===== src/rtl/ysyx_040750_muldiv_pkg.sv =====
// Shared encodings and helpers for the iterative multiply/divide unit.
package ysyx_040750_muldiv_pkg;

  localparam logic [1:0] MD_MUL  = 2'b00;
  localparam logic [1:0] MD_MULH = 2'b01;
  localparam logic [1:0] MD_DIV  = 2'b10;
  localparam logic [1:0] MD_REM  = 2'b11;

  localparam logic [1:0] S_IDLE = 2'd0;
  localparam logic [1:0] S_CALC = 2'd1;
  localparam logic [1:0] S_FIX  = 2'd2;
  localparam logic [1:0] S_DONE = 2'd3;

  function automatic logic [63:0] sext_w(input logic [63:0] v);
    return {{32{v[31]}}, v[31:0]};
  endfunction

endpackage


===== src/rtl/ysyx_040750_md_iter_core.sv =====
// Shared 2*XLEN iteration datapath: shift-add multiply or restoring divide on magnitudes.
module ysyx_040750_md_iter_core #(
  parameter int unsigned XLEN     = 64,
  parameter int unsigned MUL_STEP = 1
) (
  input  logic                clk_i,
  input  logic                rst_i,
  input  logic                start_i,
  input  logic                step_i,
  input  logic                is_div_i,
  input  logic [XLEN-1:0]     a_i,
  input  logic [XLEN-1:0]     b_i,
  output logic [2*XLEN-1:0]   acc_o,
  output logic                last_step_o
);

  localparam int unsigned CntW = $clog2(XLEN) + 1;
  localparam logic [CntW-1:0] MulLast = CntW'(XLEN / MUL_STEP - 1);
  localparam logic [CntW-1:0] DivLast = CntW'(XLEN - 1);

  logic [2*XLEN-1:0] acc_q, acc_d, mul_nxt, div_nxt, mul_t;
  logic [XLEN:0]     mul_sum, rem_ext, diff;
  logic [XLEN-1:0]   b_q, b_d;
  logic              div_q, div_d;
  logic [CntW-1:0]   cnt_q, cnt_d;

  // acc = {hi, multiplier}; each retired bit adds b into hi, then the whole pair shifts right.
  always_comb begin
    mul_t   = acc_q;
    mul_sum = '0;
    for (int k = 0; k < int'(MUL_STEP); k++) begin
      mul_sum = {1'b0, mul_t[2*XLEN-1:XLEN]} + {1'b0, (mul_t[0] ? b_q : {XLEN{1'b0}})};
      mul_t   = {mul_sum, mul_t[XLEN-1:1]};
    end
    mul_nxt = mul_t;
  end

  // acc = {remainder, dividend/quotient}; shifted remainder keeps its carry-out bit.
  always_comb begin
    rem_ext = acc_q[2*XLEN-1:XLEN-1];
    diff    = rem_ext - {1'b0, b_q};
    div_nxt = diff[XLEN] ? {rem_ext[XLEN-1:0], acc_q[XLEN-2:0], 1'b0}
                         : {diff[XLEN-1:0], acc_q[XLEN-2:0], 1'b1};
  end

  always_comb begin
    acc_d = acc_q;
    cnt_d = cnt_q;
    b_d   = b_q;
    div_d = div_q;
    if (start_i) begin
      acc_d = {{XLEN{1'b0}}, a_i};
      cnt_d = '0;
      b_d   = b_i;
      div_d = is_div_i;
    end else if (step_i) begin
      acc_d = div_q ? div_nxt : mul_nxt;
      cnt_d = cnt_q + 1'b1;
    end
  end

  always_ff @(posedge clk_i or posedge rst_i) begin
    if (rst_i) begin
      acc_q <= '0;
      cnt_q <= '0;
      b_q   <= '0;
      div_q <= 1'b0;
    end else begin
      acc_q <= acc_d;
      cnt_q <= cnt_d;
      b_q   <= b_d;
      div_q <= div_d;
    end
  end

  assign acc_o       = acc_q;
  assign last_step_o = (cnt_q == (div_q ? DivLast : MulLast));

endmodule


===== src/rtl/ysyx_040750_muldiv_unit.sv =====
// RV64M multiply/divide unit: FSM, sign and special-case handling, result register.
module ysyx_040750_muldiv_unit
  import ysyx_040750_muldiv_pkg::*;
#(
  parameter int unsigned XLEN     = 64,
  parameter int unsigned MUL_STEP = 1,
  parameter int unsigned TAG_W    = 5
) (
  input  logic             I_sys_clk,
  input  logic             I_rst,
  input  logic             I_in_valid,
  output logic             O_in_ready,
  input  logic [XLEN-1:0]  I_op1,
  input  logic [XLEN-1:0]  I_op2,
  input  logic [1:0]       I_func,
  input  logic [1:0]       I_sext,
  input  logic             I_word_op,
  input  logic [TAG_W-1:0] I_tag,
  input  logic             I_flush,
  output logic             O_out_valid,
  input  logic             I_out_ready,
  output logic [XLEN-1:0]  O_result,
  output logic [TAG_W-1:0] O_tag,
  output logic             O_busy
);

  localparam logic [XLEN-1:0] MinVal = {1'b1, {(XLEN-1){1'b0}}};

  logic [1:0]        state_q, state_d, func_q, func_d;
  logic              word_q, word_d, neg_q, neg_d, s1_q, s1_d;
  logic [TAG_W-1:0]  tag_q, tag_d;
  logic [XLEN-1:0]   result_q, result_d;
  logic [XLEN-1:0]   op1_x, op2_x, mag1, mag2, spec_r, fix_r, quot, remd;
  logic [2*XLEN-1:0] acc, prod;
  logic              sgn1, sgn2, div0, ovf, special, accept, core_start, last_step;

  function automatic logic [XLEN-1:0] wext(input logic w, input logic [XLEN-1:0] r);
    return w ? XLEN'(sext_w(64'(r))) : r;
  endfunction

  always_comb begin
    op1_x = I_word_op ? (I_sext[1] ? XLEN'($signed(I_op1[31:0])) : XLEN'(I_op1[31:0])) : I_op1;
    op2_x = I_word_op ? (I_sext[0] ? XLEN'($signed(I_op2[31:0])) : XLEN'(I_op2[31:0])) : I_op2;
    // Low product half is sign-independent, so mul-lo runs purely unsigned.
    sgn1  = I_sext[1] & (I_func != MD_MUL) & op1_x[XLEN-1];
    sgn2  = I_sext[0] & (I_func != MD_MUL) & op2_x[XLEN-1];
    mag1  = sgn1 ? -op1_x : op1_x;
    mag2  = sgn2 ? -op2_x : op2_x;
    div0  = I_word_op ? ~|I_op2[31:0] : ~|I_op2;
    ovf   = (I_sext == 2'b11) &
            (I_word_op ? ((I_op1[31:0] == 32'h8000_0000) & (&I_op2[31:0]))
                       : ((I_op1 == MinVal) & (&I_op2)));
    special = I_func[1] & (div0 | ovf);
    if (div0) spec_r = (I_func == MD_REM) ? op1_x : {XLEN{1'b1}};
    else      spec_r = (I_func == MD_REM) ? {XLEN{1'b0}} : op1_x;
  end

  always_comb begin
    prod = neg_q ? -acc : acc;
    quot = neg_q ? -acc[XLEN-1:0] : acc[XLEN-1:0];
    remd = s1_q ? -acc[2*XLEN-1:XLEN] : acc[2*XLEN-1:XLEN];
    unique case (func_q)
      MD_MUL:  fix_r = prod[XLEN-1:0];
      MD_MULH: fix_r = prod[2*XLEN-1:XLEN];
      MD_DIV:  fix_r = quot;
      default: fix_r = remd;
    endcase
  end

  assign O_in_ready = (state_q == S_IDLE) | ((state_q == S_DONE) & I_out_ready);
  assign accept     = I_in_valid & O_in_ready & ~I_flush;

  always_comb begin
    state_d    = state_q;
    func_d     = func_q;
    word_d     = word_q;
    neg_d      = neg_q;
    s1_d       = s1_q;
    tag_d      = tag_q;
    result_d   = result_q;
    core_start = 1'b0;
    unique case (state_q)
      S_IDLE: ;
      S_CALC: if (last_step) state_d = S_FIX;
      S_FIX: begin
        state_d  = S_DONE;
        result_d = wext(word_q, fix_r);
      end
      default: if (I_out_ready) state_d = S_IDLE;
    endcase
    // A DONE handshake and a new accept share one edge.
    if (accept) begin
      func_d = I_func;
      word_d = I_word_op;
      neg_d  = sgn1 ^ sgn2;
      s1_d   = sgn1;
      tag_d  = I_tag;
      if (special) begin
        state_d  = S_DONE;
        result_d = wext(I_word_op, spec_r);
      end else begin
        state_d    = S_CALC;
        core_start = 1'b1;
      end
    end
    if (I_flush) state_d = S_IDLE;
  end

  always_ff @(posedge I_sys_clk or posedge I_rst) begin
    if (I_rst) begin
      state_q  <= S_IDLE;
      func_q   <= MD_MUL;
      word_q   <= 1'b0;
      neg_q    <= 1'b0;
      s1_q     <= 1'b0;
      tag_q    <= '0;
      result_q <= '0;
    end else begin
      state_q  <= state_d;
      func_q   <= func_d;
      word_q   <= word_d;
      neg_q    <= neg_d;
      s1_q     <= s1_d;
      tag_q    <= tag_d;
      result_q <= result_d;
    end
  end

  ysyx_040750_md_iter_core #(
    .XLEN     (XLEN),
    .MUL_STEP (MUL_STEP)
  ) u_core (
    .clk_i       (I_sys_clk),
    .rst_i       (I_rst),
    .start_i     (core_start),
    .step_i      (state_q == S_CALC),
    .is_div_i    (I_func[1]),
    .a_i         (mag1),
    .b_i         (mag2),
    .acc_o       (acc),
    .last_step_o (last_step)
  );

  assign O_out_valid = (state_q == S_DONE);
  assign O_busy      = (state_q != S_IDLE);
  assign O_result    = result_q;
  assign O_tag       = tag_q;

endmodule


===== config.mk =====
export PLATFORM = sky130hd
export DESIGN_NAME = ysyx_040750_muldiv_unit
export DESIGN_NICKNAME = d
export VERILOG_FILES = /design/src/rtl/ysyx_040750_muldiv_pkg.sv /design/src/rtl/ysyx_040750_md_iter_core.sv /design/src/rtl/ysyx_040750_muldiv_unit.sv
export SDC_FILE = /design/constraint.sdc
export NUM_CORES = 2
export LEC_CHECK = 0
export ABC_AREA = 1
export CAP_MARGIN = 20
export CELL_PAD_IN_SITES_DETAIL_PLACEMENT = 1
export CELL_PAD_IN_SITES_GLOBAL_PLACEMENT = 2
export CORE_MARGIN = 4
export CORE_UTILIZATION = 37
export CTS_CLUSTER_DIAMETER = 50
export DETAILED_ROUTE_END_ITERATION = 7
export DONT_BUFFER_PORTS = 1
export GPL_TIMING_DRIVEN = 0
export PLACE_DENSITY = 0.85
export SYNTH_ARGS = -nofsm -noshare
export SYNTH_HDL_FRONTEND = slang
export SYNTH_SLANG_ARGS = --single-unit
export TNS_END_PERCENT = 50

===== constraint.sdc =====
create_clock -name I_sys_clk -period 12.66 [get_ports I_sys_clk]
set_input_delay 1.266 -clock I_sys_clk [delete_from_list [all_inputs] [get_ports I_sys_clk]]
set_output_delay 1.266 -clock I_sys_clk [all_outputs]
set_load 0.01 [all_outputs]

==> impl_metrics.toml <==
[floorplan]
coreArea_um2 = 102200
die_h_um = 329.3
start_util = 0.3739
io_pins = 215
dieArea_um2 = 108500
die_w_um = 329.3
rows = 117

[placed_design]
dp_slack_ns = 7.170
port_buffers = 0
gp_congestion = 1.130
dp_hpwl_um = 216200
placed_area_um2 = 40000

[timing]
fin_tns_setup_ns = 0
timing.final.crit_period_ns = 5.836
final.setup.worst_slack_ns = 6.824
max_freq_ghz = 0.1714
finalSetupViolCount = 0
rsz0062_at_grt = "false"
hold_viol_final = 0
fin_skew_ns = 0.03322
drv_slew = 0
slew_headroom = 0.2267
final.period_utilization = 0.4609
tightest_slew_ns = 1.160

[setup_path]
critPathLaunch = "u_core.acc_o[0]$_DFFE_PP0P_"
crit_fanout = 10
cpPeakStageDelay_ns = 0.83
path_class = "reg -> reg"
critPathMostFrequentCell = "nand2_1"
reg2reg_to = "u_core.acc_o[111]$_DFFE_PP0P_"
start_kind = "flop"
crit_chain = "buf_2, clkbuf_1, clkbuf_1, nand2_1, inv_1, ha_1, inv_1, fa_1, inv_1, nand3_1, nand2_1, a21oi_1, o21ai_0, nand3_1, nand3_1, nand2_1, a21oi_1, nor2_1, nand2_1, nand2_1"
r2r_start = "u_core.acc_o[0]$_DFFE_PP0P_"
arrival_ns = 6.35
crit_slowest_cell = "clkbuf_1"
reg2reg_depth = 20
cp-end-kind = "flop"
rrSetupSlack_ns = 6.82
crit_required_ns = 13.18

[synthesis]
yosysSeqAreaShare = 0.1808
netlist_area_um2 = 38200
synth_nets = 7412
yosys_warnings = 0
synth_ff_type = "dfrtp_1"
synth_area_leaders = "nand2_1, dfrtp_1, nand3_1, nor2_1, inv_1"
syn_avg_cell_area_um2 = 5.359
synthCells = 7129
yosys.area.top_type_share = 0.2222
synth_edf_count = 0
ys_ff_latch = 276
synth.distinct_cells = 54
async_flop_share = 1.000
yosysTopAreaCell = "nand2_1"

[finish]
final_common_cell = "nand2_1"
layout_common_cells = "nand2_1, nor2_1, inv_1"
nFillCells = 14822
synthToLayoutAreaGrowth_pct = 8.689
fin_nets = 7464
final_area_um2 = 41520
drive_gt1_frac = 0.03465
final_util = 0.4064

[flow_run]
cap_violations = 0

[clock_network]
cts_max_path_buffers = 3
cts.sinks = 276
postCtsSetupBuffers = 0
cts_tree = "done"
numCtsBuffers = 43
clk_latency_ns = 0.62
clkTransAtPathRegs_ns = 0.06
clockRootBuffer = "clkbuf_16"
cts_resized = 0
ctsHoldBuffers = 0
htreeDepth = 2

[detailed_routing]
drtIter0Drc = 6364
first_pass_iters = 8
num_vias = 51630
wl_per_cell_um = 29.57
viasPerCell = 6.013
routed_wl_um = 253900
drc = 0
drtAntennaViolNets = 0

[global_routing]
grt-ovfl-total = 0
met1_usage = 0.6093
grt_max_degree = 124
use_met3 = 0.1533
grt-busiest-layer = "met2"
use_met2 = 0.6497
grt_pass1_vias = 49236
antenna_found_initial = 9
grt_use_total = 0.4522
grt_pass1_wl_um = 354200

[power_and_ir_drop]
p_leak_nw = 20.49
p_per_area_nw_per_um2 = 305.1
ir_drop_v = 0.0001477
p_total_mw = 12.67

[run_status]
outcome = "finished, final reports clean"

[min_path]
min_path_type = "in -> async"
sequential cells by signal, indices dropped and copies added, names as in the netlist:
name and flops:
func_q 2, O_result 64, neg_q 1, u_core.cnt_q 7, O_tag 5, u_core.b_q 64
s1_q 1, state_q 2, u_core.div_q 1, u_core.acc_o 128, word_q 1
synthesized netlist by cell type (all sizes together) (3+ instances only):
cell,n
nor3,113
xor2,106
a21o,9
maj3,18
nor4,21
nand4,110
dfrtp,276
nand3,760
o21ai,558
a21boi,6
buf,99
nand3b,38
a31oi,13
nand2,2268
or2,41
a21oi,395
xnor2,26
o31ai,8
and2,4
nor2,1009
o21bai,12
clkbuf,144
o22ai,3
inv,903
and3,5
ha,138
o211ai,21
o21a,8
area by class of cell:
class / instances / area, µm² / share of cell area
Antenna cell: 4 / 10.01 / 0.0002411
Buffer: 243 / 1117 / 0.02691
Clock buffer: 56 / 1205 / 0.02902
Clock inverter: 23 / 291.5 / 0.007021
Inverter: 904 / 3401 / 0.08190
Multi-Input combinational cell: 5706 / 26780 / 0.6451
Sequential cell: 276 / 6907 / 0.1663
Tap cell: 1368 / 1712 / 0.04122
Timing Repair Buffer: 7 / 93.84 / 0.002260
power by group:
part	leakage, nW	internal, mW	switching, mW
clock network	0.737	0.764	0.518
logic	16.4	2.33	6.66
registers	3.39	1.28	1.12
through the flow:
stage          std cells  hold slack [ns]
5_1_grt             8583           0.5456
3_5_place_dp        8502           0.5147
4_1_cts             8581           0.5224
2_1_floorplan       7129           0.4746
3_3_place_gp        8497           0.5051
6_report            8587           0.5175
routing by layer:
layer	routed length [µm]	share of wire
met5	27	0.00011
met1	104600	0.41
met2	101000	0.40
met4	14230	0.056
met3	34070	0.13
cells by family (layout without fill, tap and decap cells):
kind of cell | Yosys count | after routing | share of synthesized area
and+or+nand+nor | 4372 | 4372 | 0.4771
buffers and inverters | 1147 | 1233 | 0.1181
AOI/OAI and AO/OA | 1043 | 1043 | 0.1425
DFF | 276 | 276 | 0.1808
adders and majority gates | 158 | 158 | 0.05096
xor gates and xnor gates | 132 | 132 | 0.03026
muxes | 1 | 1 | 0.0002620
other | 0 | 4 | 0
critical path: cells and delay by family (launching register included):
kind | cells | cell delay (ns)
adders and majority gates | 2 | 0.59
and+or+nand+nor | 9 | 1.47
DFF | 1 | 0.32
AOI/OAI and AO/OA | 3 | 1.19
buffers and inverters | 6 | 2.17
how the worst max path moves through the flow:
stage	endpoint	slack, ns
global route	u_core.acc_o[117]$_DFFE_PP0P_	6.92
finish	u_core.acc_o[111]$_DFFE_PP0P_	6.82
floorplan	O_result[0]$_DFF_PP0_	3.79
CTS	u_core.acc_o[111]$_DFFE_PP0P_	7.18
global placement	u_core.acc_o[43]$_DFFE_PP0P_	0.27
detailed placement	u_core.acc_o[111]$_DFFE_PP0P_	7.17
Power figures use the tool's default switching activity.
